## config.mk

```make
export PLATFORM = sky130hd
export DESIGN_NAME = bus_share_arbiter
export DESIGN_NICKNAME = d
export VERILOG_FILES = /design/src/rtl/bus_share_pkg.sv /design/src/rtl/bus_share_arbiter_mux.sv /design/src/rtl/bus_share_arbiter.sv
export SDC_FILE = /design/constraint.sdc
export NUM_CORES = 1
export LEC_CHECK = 0
export CAP_MARGIN = 20
export CORE_ASPECT_RATIO = 0.7
export CORE_MARGIN = 3
export CORE_UTILIZATION = 37
export DETAILED_ROUTE_END_ITERATION = 12
export GPL_ROUTABILITY_DRIVEN = 0
export HOLD_SLACK_MARGIN = 0.03
export PLACE_DENSITY = 0.75
export SYNTH_ARGS = -nofsm -noshare
export SYNTH_HDL_FRONTEND = slang
export SYNTH_SLANG_ARGS = --single-unit
```

## constraint.sdc

```tcl
create_clock -name CLK -period 2.3 [get_ports CLK]
set_input_delay 0.23 -clock CLK [delete_from_list [all_inputs] [get_ports CLK]]
set_output_delay 0.23 -clock CLK [all_outputs]
set_load 0.005 [all_outputs]
```

## src/rtl/bus_share_pkg.sv

```systemverilog
// Shared constants for the two-requester bus arbiter: FSM state encoding,
// mux select values and the default bus width.
package bus_share_pkg;

  localparam int DEFAULT_WIDTH = 16;

  typedef enum logic [1:0] {
    ST_IDLE    = 2'd0,
    ST_GRANT_A = 2'd1,
    ST_GRANT_B = 2'd2
  } state_t;

  localparam logic SEL_A = 1'b0;
  localparam logic SEL_B = 1'b1;

endpackage

```

## src/rtl/bus_share_arbiter_mux.sv

```systemverilog
// Plain 2-input bus mux: sel = SEL_A passes a, sel = SEL_B passes b.
module bus_share_arbiter_mux
  import bus_share_pkg::*;
#(
  parameter int WIDTH = DEFAULT_WIDTH
) (
  input  logic             sel,
  input  logic [WIDTH-1:0] a,
  input  logic [WIDTH-1:0] b,
  output logic [WIDTH-1:0] y
);

  assign y = (sel == SEL_B) ? b : a;

endmodule

```

## src/rtl/bus_share_arbiter.sv

```systemverilog
// Round-robin arbiter for two requesters sharing one registered data bus.
// Define BUS_SHARE_HOLD_LIMIT_EN to cap a grant at MAX_HOLD cycles while the other side waits.
module bus_share_arbiter
  import bus_share_pkg::*;
#(
  parameter int WIDTH    = DEFAULT_WIDTH,
  parameter int MAX_HOLD = 4
) (
  input  logic             CLK,
  input  logic             Reset_n,
  input  logic             Req_A,
  input  logic             Req_B,
  input  logic [WIDTH-1:0] Data_A,
  input  logic [WIDTH-1:0] Data_B,
  output logic             Gnt_A,
  output logic             Gnt_B,
  output logic             Op,
  output logic [WIDTH-1:0] Output,
  output logic             Valid,
  output state_t           dbg_state
);

  if (MAX_HOLD < 1 || MAX_HOLD > 255) begin : g_bad_max_hold
    $error("bus_share_arbiter: MAX_HOLD must be in 1..255");
  end

  state_t           state;
  state_t           next_state;
  logic             last_served;
  logic             hold_expired;
  logic             grant_entry;
  logic             mux_sel;
  logic [WIDTH-1:0] mux_out;

`ifdef BUS_SHARE_HOLD_LIMIT_EN
  localparam logic [7:0] HOLD_MAX  = 8'(MAX_HOLD);
  localparam logic [7:0] HOLD_LAST = 8'(MAX_HOLD - 1);

  // hold_cnt counts grant cycles already completed in this tenure, so the
  // current cycle is the MAX_HOLD-th one when it reaches MAX_HOLD-1.
  logic [7:0] hold_cnt;
  assign hold_expired = (hold_cnt >= HOLD_LAST);
`else
  assign hold_expired = 1'b0;
`endif

  always_comb begin
    next_state = state;
    unique case (state)
      ST_IDLE: begin
        if (Req_A && Req_B)
          next_state = (last_served == SEL_B) ? ST_GRANT_A : ST_GRANT_B;
        else if (Req_A)
          next_state = ST_GRANT_A;
        else if (Req_B)
          next_state = ST_GRANT_B;
        else
          next_state = ST_IDLE;
      end
      ST_GRANT_A: begin
        if (Req_A && !(hold_expired && Req_B))
          next_state = ST_GRANT_A;
        else if (Req_B)
          next_state = ST_GRANT_B;
        else
          next_state = ST_IDLE;
      end
      ST_GRANT_B: begin
        if (Req_B && !(hold_expired && Req_A))
          next_state = ST_GRANT_B;
        else if (Req_A)
          next_state = ST_GRANT_A;
        else
          next_state = ST_IDLE;
      end
      default: next_state = ST_IDLE;
    endcase
  end

  assign grant_entry = (next_state != ST_IDLE) && (next_state != state);
  assign mux_sel     = (next_state == ST_GRANT_B) ? SEL_B : SEL_A;
  assign dbg_state   = state;

  bus_share_arbiter_mux #(.WIDTH(WIDTH)) u_mux (
    .sel (mux_sel),
    .a   (Data_A),
    .b   (Data_B),
    .y   (mux_out)
  );

  // Outputs follow next_state so grant and data appear one edge after the request.
  always_ff @(posedge CLK) begin
    if (!Reset_n) begin
      state       <= ST_IDLE;
      last_served <= SEL_B;
      Gnt_A       <= 1'b0;
      Gnt_B       <= 1'b0;
      Op          <= SEL_A;
      Output      <= '0;
      Valid       <= 1'b0;
    end else begin
      state <= next_state;
      if (grant_entry)
        last_served <= (next_state == ST_GRANT_B) ? SEL_B : SEL_A;
      unique case (next_state)
        ST_GRANT_A: begin
          Gnt_A  <= 1'b1;
          Gnt_B  <= 1'b0;
          Op     <= SEL_A;
          Valid  <= 1'b1;
          Output <= mux_out;
        end
        ST_GRANT_B: begin
          Gnt_A  <= 1'b0;
          Gnt_B  <= 1'b1;
          Op     <= SEL_B;
          Valid  <= 1'b1;
          Output <= mux_out;
        end
        default: begin
          Gnt_A <= 1'b0;
          Gnt_B <= 1'b0;
          Valid <= 1'b0;
        end
      endcase
    end
  end

`ifdef BUS_SHARE_HOLD_LIMIT_EN
  always_ff @(posedge CLK) begin
    if (!Reset_n)
      hold_cnt <= 8'd0;
    else if (grant_entry)
      hold_cnt <= 8'd0;
    else if (state != ST_IDLE && hold_cnt != HOLD_MAX)
      hold_cnt <= hold_cnt + 8'd1;
  end
`endif

endmodule

```

# After elaboration in Yosys (flattened, before gate mapping)
# Index checks and enable logic that the tools add are counted.
# op_classes
eq_ne,5
n_reduce_logical,6
mux,12
# ops
cell,count
$mux W16,1
$mux W2,5
$pmux W2 S3,1
$eq A2 B1 Y1 const B,2
$eq A2 B2 Y1 const B,2
$mux W1,4
$reduce_bool A2 Y1,2
$logic_and A1 B1 Y1,2
$logic_not A2 Y1,1
$ne A2 B2 Y1,1
$pmux W1 S2,1
$reduce_or A2 Y1,1
# word_totals
in_bits,36
register_bits,23

# Longest topological paths before layout
# Gate-level depths: netlist of the first run.
# depth
depth_word,7
ltp_mapped,8
ltp_nobuf,6

# Modules after synthesis
# A second synthesis of the first run with hierarchy kept.
# unflattened
hier_cells,103
hier_area_um2,1128.6
# by_module_without_submodules
mod,instances,seq_area_each_um2,area_each_um2,cells_each
bus_share_arbiter,1,460.4,879.6,85
bus_share_arbiter_mux,1,0.0,249.0,18

# Worst setup path before layout of the first run
# OpenSTA, ideal clock, no wires.
# synth_timing
path_kind,register to register
from,"register state[1], in the netlist dbg_state[1]"
to,register Op
setup_ns,0.128
path_slack_ns,0.358
path_buffers,2
required_time_ns,2.172
stages_incl_launch_ff,8
t_arrival_ns,1.814
cell_sequence,dfxtp_1 > o21ba_2 > o21ai_0 > ha_1 > clkbuf_1 > clkbuf_1 > mux2i_1 > nor2_1
# synth_between
elab_chain_cells,4
elab_cells_between_ends,8
# synth_rtl
element,line_no,source
start: declaration,bus_share_arbiter.sv:27,state_t state;
start signal: assignment,bus_share_arbiter.sv:102,state <= next_state;
$eq A2 B2 Y1 (tied with other cells),bus_share_arbiter.sv:49,unique case (state)
$pmux W2 S3 *,bus_share_arbiter.sv:49,
$eq A2 B2 Y1 or $eq A2 B1 Y1 (tied branches),bus_share_arbiter.sv:105,unique case (next_state)
$pmux W1 S2 or $reduce_bool A2 Y1 (tied branches),n/a,
end signal: assignment,bus_share_arbiter.sv:98,Op <= SEL_A;
end signal: assignment,bus_share_arbiter.sv:109,Op <= SEL_A;
end signal: assignment,bus_share_arbiter.sv:116,Op <= SEL_B;
end: declaration,bus_share_arbiter.sv:17,"output logic Op,"
# Every way passes the cells marked *; elsewhere a longest branch is shown, timed or not.
# A chain may end at the register's enable or synchronous reset.

# Worst setup path after layout of the first run
# layout_timing
from,"register state[1], in the netlist dbg_state[1]"
to,register Output[14]
# layout_between
elab_chain_cells,5
elab_cells_between_ends,9
# layout_rtl
element,line_no,source
$eq A2 B2 Y1 (tied with other cells),bus_share_arbiter.sv:49,
$pmux W2 S3 *,bus_share_arbiter.sv:49,
$eq A2 B2 Y1 *,bus_share_arbiter.sv:81,assign mux_sel = (next_state == ST_GRANT_B) ? SEL_B : SEL_A;
$mux W1 *,bus_share_arbiter.sv:81,
net mux_sel,bus_share_arbiter.sv:32,logic mux_sel;
$mux W16 *,bus_share_arbiter_mux.sv:13,assign y = (sel == SEL_B) ? b : a;
end signal: assignment,bus_share_arbiter.sv:111,Output <= mux_out;
end signal: assignment,bus_share_arbiter.sv:118,Output <= mux_out;
end: declaration,bus_share_arbiter.sv:18,"output logic [WIDTH-1:0] Output,"
# The timed path passes the listed nets; every way through them passes the cells marked *.

==> results of run 1 <==
## sequential cells by signal, indices dropped and copies added (netlist names)
name / count
last_served: 1
Gnt_B: 1
Valid: 1
Gnt_A: 1
Op: 1
Output: 16
dbg_state: 2
## area by class of cell
| class | count | area share, % |
|---|---|---|
| well taps | 34 | 2.53 |
| flip-flops and latches | 23 | 27.4 |
| multi-input cells | 71 | 30.4 |
| inverters | 4 | 0.894 |
| clock buffers | 4 | 2.68 |
| repair buffers | 60 | 36.1 |
## report_power, final
group	switching (mW)	total, mW	internal [mW]
clock	0.117	0.240	0.123
sequential	0.0300	0.486	0.456
combinational	0.143	0.370	0.227
## routing by layer
metal	part of all wire, %	global-route usage [%]
met4	0.92	4.95
met3	8.6	6.38
met1	43	19.0
met5	0	0
met2	48	25.0
## worst min-delay path by stage
stage | to | from | cells past startpoint
floorplan | last_served | Reset_n | 1
global placement | Output[13] | Output[13] | 2
detailed placement | Output[1] | Output[1] | 2
CTS | Output[9] | Output[9] | 2
global route | Output[3] | Output[3] | 2
finish | Output[9] | Output[9] | 2
## placed cells by master, fill, tap and decap left out
master / synthesis / routed
clkdlybuf4s50_1: 0 / 57
dfxtp_1: 23 / 23
nor2_1: 21 / 21
mux2i_1: 17 / 17
a211oi_1: 16 / 16
inv_1: 3 / 3
ha_1: 3 / 3
clkbuf_8: 0 / 3
o21ai_0: 2 / 2
and2_1: 2 / 2
buf_4: 1 / 2
a21oi_1: 1 / 1
o21a_1: 1 / 1
o21ba_2: 1 / 1
clkinv_1: 1 / 1
o211a_1: 1 / 1
nor4_1: 1 / 1
and3b_1: 1 / 1
and3b_2: 1 / 1
or4_1: 1 / 1
o41ai_1: 1 / 1
o211ai_1: 1 / 1
clkbuf_1: 5 / 1
buf_12: 0 / 1
## tightest hold or removal path, stage by stage, from the launching register on
cell,delay [ns]
dfxtp_1,0.31
nor2_1,0.08
a211oi_1,0.05
## logic make-up after synthesis
group / Yosys count
flip-flops: 23
buffers and inverters: 11
AO/OA/AOI/OAI: 24
multiplexers: 17
adder cells (fa/ha/maj): 3
AND/OR/NAND/NOR: 27
## through the flow
stage | util [%] | setup WS, ns
after floorplan | - | 0.358
after global placement | 64.5 | 0.225
after detailed placement | 64.5 | 0.166
after CTS | 66.3 | 0.389
after global routing | 66.3 | 0.205
final | 66.3 | 0.417
==> parameters.txt, run 1 <==
Parameter                              Value

Timing
  Total negative slack    0 ns
  Post-route worst hold slack    0.489 ns
  Final period utilization    81.9%
  Slew at the pin closest to its max-slew limit    0.530 ns
  Final setup violation count    0
  Final worst path period need    1.88 ns
  Post-route clock skew    0.00142 ns
  Slew Limit Headroom    64.5%
  Hold Fails Final Rpt    0
  Pins over their slew limit    0
  RSZ-0062 raised after global routing    false
  Fmax achieved    531 MHz

Synth
  Compound-cell area share of the yosys netlist    17.6%
  Sequential element share of the synthesized area    45.3%
  Netlist area before placement    1020 sq um
  Proportion of synthesized area in mux cells    16.7%
  Post-synthesis adder-cell area fraction    3.69%
  Post-Synth Simple-Gate Area    12.2%
  Per-instance average area after synthesis    9.69 sq um
  Commonest cells in the netlist    dfxtp_1, nor2_1, mux2i_1
  Library cell with the highest instance count after synthesis    dfxtp_1
  Mapped Nets    144
  Dominant combinational cell family by area after synthesis    compound AO/OA/AOI/OAI gates
  Xor/xnor share of the synthesized area    0%
  Post-synthesis async set-or-reset flop share    0%
  Number of synthesized flops with an enable pin    0
  Library cell with the largest summed area after synthesis    dfxtp_1
  Top post-synthesis cells by area    dfxtp_1, mux2i_1, a211oi_1
  Post-synth top area share    45.3%
  FF+latch count, synth    23
  Primary flip-flop cell chosen by synthesis mapping    dfxtp_1
  Syn. warnings    0
  Number of instances in the synthesized netlist    105
  Number of library cell types mapped by synthesis    22

Finish
  Share of post-route cells with drive strength above 1    4.94%
  Footprint of the multi-input gates    510 sq um
  Final #Nets    202
  Final instance count without filler cells    196
  Area taken by flip-flops and latches    460 sq um
  Fill cell total of the finished layout    217
  Antenna diodes    0
  Post-route cell area    1680 sq um
  Synth-to-Final Area Change    65.1%

Critical path
  Stages on the worst setup path    6
  Sequence of cells on the critical path    o21ba_2 > o21ai_0 > ha_1 > buf_12 > mux2i_1 > a211oi_1
  R2R setup slack    0.42 ns
  Required time reported for the critical path endpoint    2.43 ns
  Crit. End Element    flop
  Startpoint Class    flop
  Start of the worst register-to-register path    dbg_state[1]
  Termination of the worst setup path    Output[14]
  Worst Setup Path Type    reg2reg
  Worst EP arrival    2.02 ns
  Critical Path Source    dbg_state[1]
  Endpoint of the worst-slack reg-to-reg timing path    Output[14]
  Count of buffer and inverter cells on the critical path    1
  Number of cells on the worst reg-to-reg path    6
  Top delay family on crit path    compound AO/OA/AOI/OAI gates
  Worst-path maximum fanout    18
  Slowest-stage cell, CP    dfxtp_1
  Largest stage delay, worst path    0.42 ns

Die
  DIE AREA    3420 sq um
  Initial Util    40.1%
  Vertical die dimension    49.9 microns
  Io pins    58
  Total number of placement rows    15
  DIE WIDTH    68.7 microns
  Area of the core    2530 sq um

Global routing
  Number of antenna violations at the first check in global routing    0
  Number of global-route vias before repair    902
  Maximum number of pins on one net before global-route repair    26
  Global route overflow    0
  Overall track demand over capacity in global routing    15.7%
  Global-route wire length before repair    3950 microns

Place
  Instance area at placement    1630 sq um
  Detailed placement HPWL    1950 microns
  Placed cells    192
  IO buf count    57

Clock network
  Total clock buffers created by CTS    3
  Post-cts sizing count    0
  Hold buffers post-CTS    0
  CTS tree    done
  Setup repair bufs after CTS    0
  # H-tree levels    1
  CTS root buffer    clkbuf_8
  Clock transition at the registers of the reported paths    0.07 ns
  Clock network latency to the later pin of the worst-skew pair    0.26 ns
  Clock buffer depth    2
  Sink Count    23

Drt
  Average wire per standard cell    12.8 microns
  Detailed Route WL    2510 microns
  Count of routing violations after the opening detailed-route iteration    21
  Number of vias per cell after detailed routing    4.84
  Number of design rule violations left after detail routing    0
  Post-DRT Antenna Nets    0
  Count of TritonRoute iterations in the first routing pass    4
  Number of vias in the routed layout    948

Power and ir drop
  Static leakage    0.640 nW
  Power density of the placed cells    653 nW/um^2
  Post-route total power    1.10 mW
  Worst voltage drop across the vdd grid    0.444 mV

Flow run
  Max-capacitance violation count    0

Min path
  Min-delay worst type    reg2reg

Status
  Result of the run    completed
No activity file was read; power rests on OpenSTA's default activity.
==> run 2: changes to the inputs <==
CORE_UTILIZATION = 34   (was 37)
PLACE_DENSITY = 0.73   (was 0.75)
clock period = 1.55 ns   (was 2.3 ns; I/O delays follow)
==> run 2 against run 1 <==
Flip-flop and latch count stayed put. Critical path type unchanged. Largest power group is now combinational logic. Via count is 14% higher. Total power is 72% higher. Global-route usage is 2.7 points higher. The run now ends with negative setup slack left. Cell count is 8.2% higher.
==> parameters.txt, run 2 (same netlist as run 1, synthesis figures left out) <==
Parameter                              Value

Global routing
  Number of global-route vias before repair    1103 (was 902)
  Global-route wire length before repair    5280 microns (was 3950 microns)
  Overall track demand over capacity in global routing    18.4% (was 15.7%)
  Maximum number of pins on one net before global-route repair    20 (was 26)
  Global route overflow    0 (unchanged)
  Number of antenna violations at the first check in global routing    0 (unchanged)

Die
  Vertical die dimension    51.8 microns (was 49.9 microns)
  DIE AREA    3690 sq um (was 3420 sq um)
  Io pins    58 (unchanged)
  Area of the core    2650 sq um (was 2530 sq um)
  DIE WIDTH    71.4 microns (was 68.7 microns)
  Total number of placement rows    15 (unchanged)
  Initial Util    38.4% (was 40.1%)

Power and ir drop
  Static leakage    0.757 nW (was 0.640 nW)
  Power density of the placed cells    959 nW/um^2 (was 653 nW/um^2)
  Worst voltage drop across the vdd grid    0.549 mV (was 0.444 mV)

Timing
  Pins over their slew limit    0 (unchanged)
  Final setup violation count    15 (was 0)
  Final period utilization    106% (was 81.9%)
  Slew Limit Headroom    74.3% (was 64.5%)
  Slew at the pin closest to its max-slew limit    0.382 ns (was 0.530 ns)
  Final worst path period need    1.64 ns (was 1.88 ns)
  PnR worst setup slack    -0.0888 ns (was 0.417 ns)
  Hold Fails Final Rpt    0 (unchanged)
  Fmax achieved    610 MHz (was 531 MHz)
  RSZ-0062 raised after global routing    true (was false)
  Post-route clock skew    0.0103 ns (was 0.00142 ns)

Drt
  Number of vias in the routed layout    1081 (was 948)
  Detailed Route WL    3550 microns (was 2510 microns)
  Average wire per standard cell    16.7 microns (was 12.8 microns)
  Number of design rule violations left after detail routing    0 (unchanged)
  Count of routing violations after the opening detailed-route iteration    24 (was 21)
  Number of vias per cell after detailed routing    5.10 (was 4.84)
  Count of TritonRoute iterations in the first routing pass    4 (unchanged)
  Post-DRT Antenna Nets    0 (unchanged)

Finish
  Share of post-route cells with drive strength above 1    25.8% (was 4.94%)
  Post-route cell area    1970 sq um (was 1680 sq um)
  Synth-to-Final Area Change    93.7% (was 65.1%)
  Highest-count cells in the layout ignoring fill and taps    clkdlybuf4s50_1, dfxtp_1, nor2_1 (unchanged)
  Number of flip-flops under the largest register name    16 (unchanged)
  Antenna diodes    0 (unchanged)
  Most flop-heavy register    Output (unchanged)
  Commonest non-fill, non-tap cell in the layout    clkdlybuf4s50_1 (unchanged)
  Final #Nets    218 (was 202)

Place
  IO buf count    57 (unchanged)
  Instance area at placement    1740 sq um (was 1630 sq um)
  Worst setup slack after placement    -0.371 ns (was 0.166 ns)
  Detailed placement HPWL    2260 microns (was 1950 microns)

Critical path
  Worst Setup Path Type    reg2reg (unchanged)
  Worst EP arrival    1.78 ns (was 2.02 ns)
  Startpoint Class    flop (unchanged)
  Worst-path maximum fanout    8 (was 18)
  Crit. End Element    flop (unchanged)
  Required time reported for the critical path endpoint    1.69 ns (was 2.43 ns)

Clock network
  CTS tree    done (unchanged)
  CTS root buffer    clkbuf_8 (unchanged)
  Clock buffer depth    2 (unchanged)
  Sink Count    23 (unchanged)
  Total clock buffers created by CTS    3 (unchanged)
  Clock network latency to the later pin of the worst-skew pair    0.27 ns (was 0.26 ns)
  # H-tree levels    1 (unchanged)
  Clock transition at the registers of the reported paths    0.08 ns (was 0.07 ns)
  Hold buffers post-CTS    0 (unchanged)

Status
  Failing checks    negative setup slack
  Result of the run    finished, violations left (was completed)

Min path
  Min-delay worst type    reg2reg (unchanged)

Flow run
  Max-capacitance violation count    0 (unchanged)
[run 2: cell types whose count changed in the layout (fill, tap and decap cells not counted), moves of 3 or more]
| cell | before | now |
|---|---|---|
| a211oi_2 | 0 | 8 |
| mux2i_1 | 17 | 13 |
| a211oi_1 | 16 | 8 |
| mux2i_2 | 0 | 4 |
| dfxtp_1 | 23 | 20 |
| buf_4 | 2 | 12 |
[run 2: worst paths after layout]
path	from	end	slack, ns	cells past startpoint
worst max register to register	dbg_state[1]	Output[14]	-0.09	7
worst min-delay path	Output[10]	Output[10]	0.49	2
worst max-delay path	dbg_state[1]	Output[14]	-0.09	7
worst min register to register	Output[10]	Output[10]	0.49	2
[run 2: where the power goes]
| group | total, mW | internal, mW | switching (mW) |
|---|---|---|---|
| sequential | 0.732 | 0.677 | 0.0545 |
| clock | 0.383 | 0.184 | 0.199 |
| combinational | 0.775 | 0.471 | 0.304 |
[run 2: cell type report]
cell class                      count  area (sq um)
Tap cell                           34          42.5
Multi-Input combinational cell     71           618
Fill cell                         174           676
Clock buffer                        4          45.0
Inverter                            4          15.0
Timing Repair Buffer               76           781
Sequential cell                    23           469
[run 2: worst max-delay path, cell delays in order, from the launching register on]
cell and delay, ns:
dfxtp_4 0.38, inv_2 0.04, a21oi_2 0.20, o21a_1 0.19, ha_4 0.21, buf_12 0.15
mux2i_1 0.22, a211oi_1 0.11
[run 2: metal layers]
metal	wire, microns	global-route usage (%)	share of wire (%)	vias up
li1	-	-	-	521
met1	1460	20.7	41	517
met2	1810	33.5	51	37
met3	233	6.18	6.6	6
met4	48	5.00	1.4	0
met5	0	0	0	-
[run 2: repair_timing]
action,in CTS,in global routing
setup endpoints to repair,18,18
pin swaps,8,2
setup buffers,3,1
endpoints found under the hold margin,0,0
resized for setup,8,15
gates cloned,2,1
[run 2: per-stage QoR]
stage          hold slack, ns  utilization [%]  setup TNS (ns)  total power, mW  instances
4_1_cts                 0.495             70.9         -0.0395             1.80        210
3_5_place_dp            0.480             65.9           -5.55             1.36        201
2_1_floorplan           0.244                -        -0.00241             1.03        105
5_1_grt                 0.510             74.5           -1.51             1.99        212
3_3_place_gp            0.471             65.9           -4.06             1.34        201
6_report                0.494             74.5          -0.622             1.89        212
==> run 3: changes to the inputs <==
CORE_MARGIN = unset   (was 3)
==> run 3 against run 2 <==
The run still ends with negative setup slack left. Setup slack better by 0.017 ns. Flip-flop and latch count unchanged. Clock skew down 0.0064 ns. Cell count down 0.47%. First-iteration DRC count up 130%. Total power down 3.9%. Sequential power down 0.5%. Global-route usage down 0.49 points. Highest routed layer unchanged. Design area down 1.7%. Register-to-register slack better by 0.02 ns. Sequential share of layout area up 0.40 points.
==> parameters.txt, run 3 (same netlist as run 1, synthesis figures left out) <==
Parameter                              Value

Finish
  Commonest non-fill, non-tap cell in the layout    clkdlybuf4s50_1 (unchanged)
  Share of post-route cells with drive strength above 1    22.3% (was 25.8%)
  Number of flip-flops under the largest register name    16 (unchanged)
  Antenna diodes    0 (unchanged)
  Final #Nets    215 (was 218)
  Most flop-heavy register    Output (unchanged)
  Synth-to-Final Area Change    90.5% (was 93.7%)
  Highest-count cells in the layout ignoring fill and taps    clkdlybuf4s50_1, dfxtp_1, nor2_1 (unchanged)

Status
  Result of the run    finished, violations left (unchanged)
  Failing checks    negative setup slack (unchanged)

Min path
  Min-delay worst type    in2reg (was reg2reg)
  Endpoint of the worst hold-timing path    dbg_state[1] (was Output[10])
  Worst hold path cell count    2 (unchanged)
  Hold path startpoint    Req_B (was Output[10])

Global routing
  Maximum number of pins on one net before global-route repair    35 (was 20)
  Number of antenna violations at the first check in global routing    0 (unchanged)
  Number of global-route vias before repair    971 (was 1103)
  Global-route wire length before repair    4140 microns (was 5280 microns)
  Global route overflow    0 (unchanged)
  Overall track demand over capacity in global routing    17.9% (was 18.4%)

Power and ir drop
  Power density of the placed cells    937 nW/um^2 (was 959 nW/um^2)
  Worst voltage drop across the vdd grid    0.542 mV (was 0.549 mV)
  Post-route total power    1.82 mW (was 1.89 mW)
  Static leakage    0.745 nW (was 0.757 nW)

Clock network
  CTS tree    done (unchanged)
  Total clock buffers created by CTS    3 (unchanged)
  # H-tree levels    1 (unchanged)
  Hold buffers post-CTS    0 (unchanged)
  CTS root buffer    clkbuf_8 (unchanged)
  Clock network latency to the later pin of the worst-skew pair    0.26 ns (was 0.27 ns)
  Sink Count    23 (unchanged)
  Clock transition at the registers of the reported paths    0.08 ns (about the same)
  Clock buffer depth    2 (unchanged)

Critical path
  Endpoint of the worst-slack reg-to-reg timing path    Output[6] (was Output[14])
  Number of cells on the worst reg-to-reg path    8 (was 7)
  Worst EP arrival    1.77 ns (was 1.78 ns)
  Worst Setup Path Type    reg2reg (unchanged)
  R2R setup slack    -0.07 ns (was -0.09 ns)
  Critical Path Source    dbg_state[1] (unchanged)
  Worst-path maximum fanout    6 (was 8)
  Required time reported for the critical path endpoint    1.70 ns (was 1.69 ns)
  Startpoint Class    flop (unchanged)
  Crit. End Element    flop (unchanged)
  Start of the worst register-to-register path    dbg_state[1] (unchanged)

Timing
  Fmax achieved    617 MHz (was 610 MHz)
  PnR worst setup slack    -0.0713 ns (was -0.0888 ns)
  Slew at the pin closest to its max-slew limit    0.441 ns (was 0.382 ns)
  Final worst path period need    1.62 ns (was 1.64 ns)
  Hold Fails Final Rpt    0 (unchanged)
  Pins over their slew limit    0 (unchanged)
  Slew Limit Headroom    70.4% (was 74.3%)
  Post-route clock skew    0.00391 ns (was 0.0103 ns)
  Post-route worst hold slack    0.402 ns (was 0.494 ns)
  Final setup violation count    17 (was 15)
  RSZ-0062 raised after global routing    true (unchanged)
  Final period utilization    105% (was 106%)

Die
  Area of the core    2820 sq um (was 2650 sq um)
  Total number of placement rows    16 (was 15)
  Vertical die dimension    47.8 microns (was 51.8 microns)
  Initial Util    36.0% (was 38.4%)
  DIE AREA    3220 sq um (was 3690 sq um)
  Io pins    58 (unchanged)
  DIE WIDTH    67.4 microns (was 71.4 microns)

Drt
  Average wire per standard cell    13.8 microns (was 16.7 microns)
  Detailed Route WL    2920 microns (was 3550 microns)
  Number of design rule violations left after detail routing    0 (unchanged)
  Post-DRT Antenna Nets    0 (unchanged)
  Number of vias in the routed layout    1029 (was 1081)
  Number of vias per cell after detailed routing    4.88 (was 5.10)
  Count of routing violations after the opening detailed-route iteration    54 (was 24)
  Count of TritonRoute iterations in the first routing pass    3 (was 4)

Place
  Detailed placement HPWL    2000 microns (was 2260 microns)
  IO buf count    57 (unchanged)

Flow run
  Max-capacitance violation count    0 (unchanged)
[run 3: cell types whose count changed in the layout (fill, tap and decap cells not counted), sizes merged]
cell	change
buf	-4
clkdlybuf4s50	-1
clkbuf	+1
dlygate4sd2	+1
[run 3: worst max-delay path, stage by stage (launching register included)]
cell and delay, ns:
dfxtp_4 0.37, inv_2 0.05, a21oi_4 0.15, buf_6 0.12, o21a_1 0.16, ha_4 0.21
buf_12 0.14, mux2i_2 0.22, a211oi_2 0.09
[run 3: worst max-delay path by stage]
stage	slack [ns]	endpoint	cells past startpoint
final	-0.07	Output[6]	8
after floorplan	-0.002	last_served	6
after global routing	-0.13	Output[6]	8
after global placement	-0.31	last_served	6
after CTS	-0.06	Output[0]	8
after detailed placement	-0.43	last_served	6
[run 3: power breakdown]
part	internal (mW)	switching [mW]	total [mW]
clock	0.183	0.184	0.367
combinational	0.450	0.272	0.722
sequential	0.677	0.0508	0.728
[run 3: per-layer routing]
layer  GRT usage (%)  vias to the layer above  share of wire (%)
met5               0                        -                  0
met4            5.11                        0               0.65
met3            9.29                        4                8.2
met2            32.8                       38                 50
met1            18.5                      474                 42
li1                -                      513                  -
[run 3: through the flow]
stage / worst slack, ns / cell area (sq um) / instances / util, % / TNS, ns
4_1_cts: -0.0642 / 1840 / 209 / 65.1 / -0.668
2_1_floorplan: -0.00241 / 1080 / 105 / - / -0.00241
3_5_place_dp: -0.435 / 1740 / 202 / 61.6 / -5.93
3_3_place_gp: -0.314 / 1740 / 202 / 61.6 / -4.40
6_report: -0.0713 / 1940 / 211 / 68.7 / -0.709
5_1_grt: -0.134 / 1940 / 211 / 68.7 / -1.69
[run 3: area by class of cell]
cell class / instances / area, sq um
sequential: 23 / 469
fill: 218 / 885
timing repair buffer: 73 / 757
multi-input combinational: 71 / 607
inverter: 4 / 15.0
clock buffer: 4 / 45.0
tap: 36 / 45.0
[run 3: timing repair]
action,CTS,global route
setup endpoints to repair,18,18
gates cloned,0,2
hold endpoints to repair,0,0
gates resized for setup,10,10
setup buffers,3,0
pin swaps,6,8
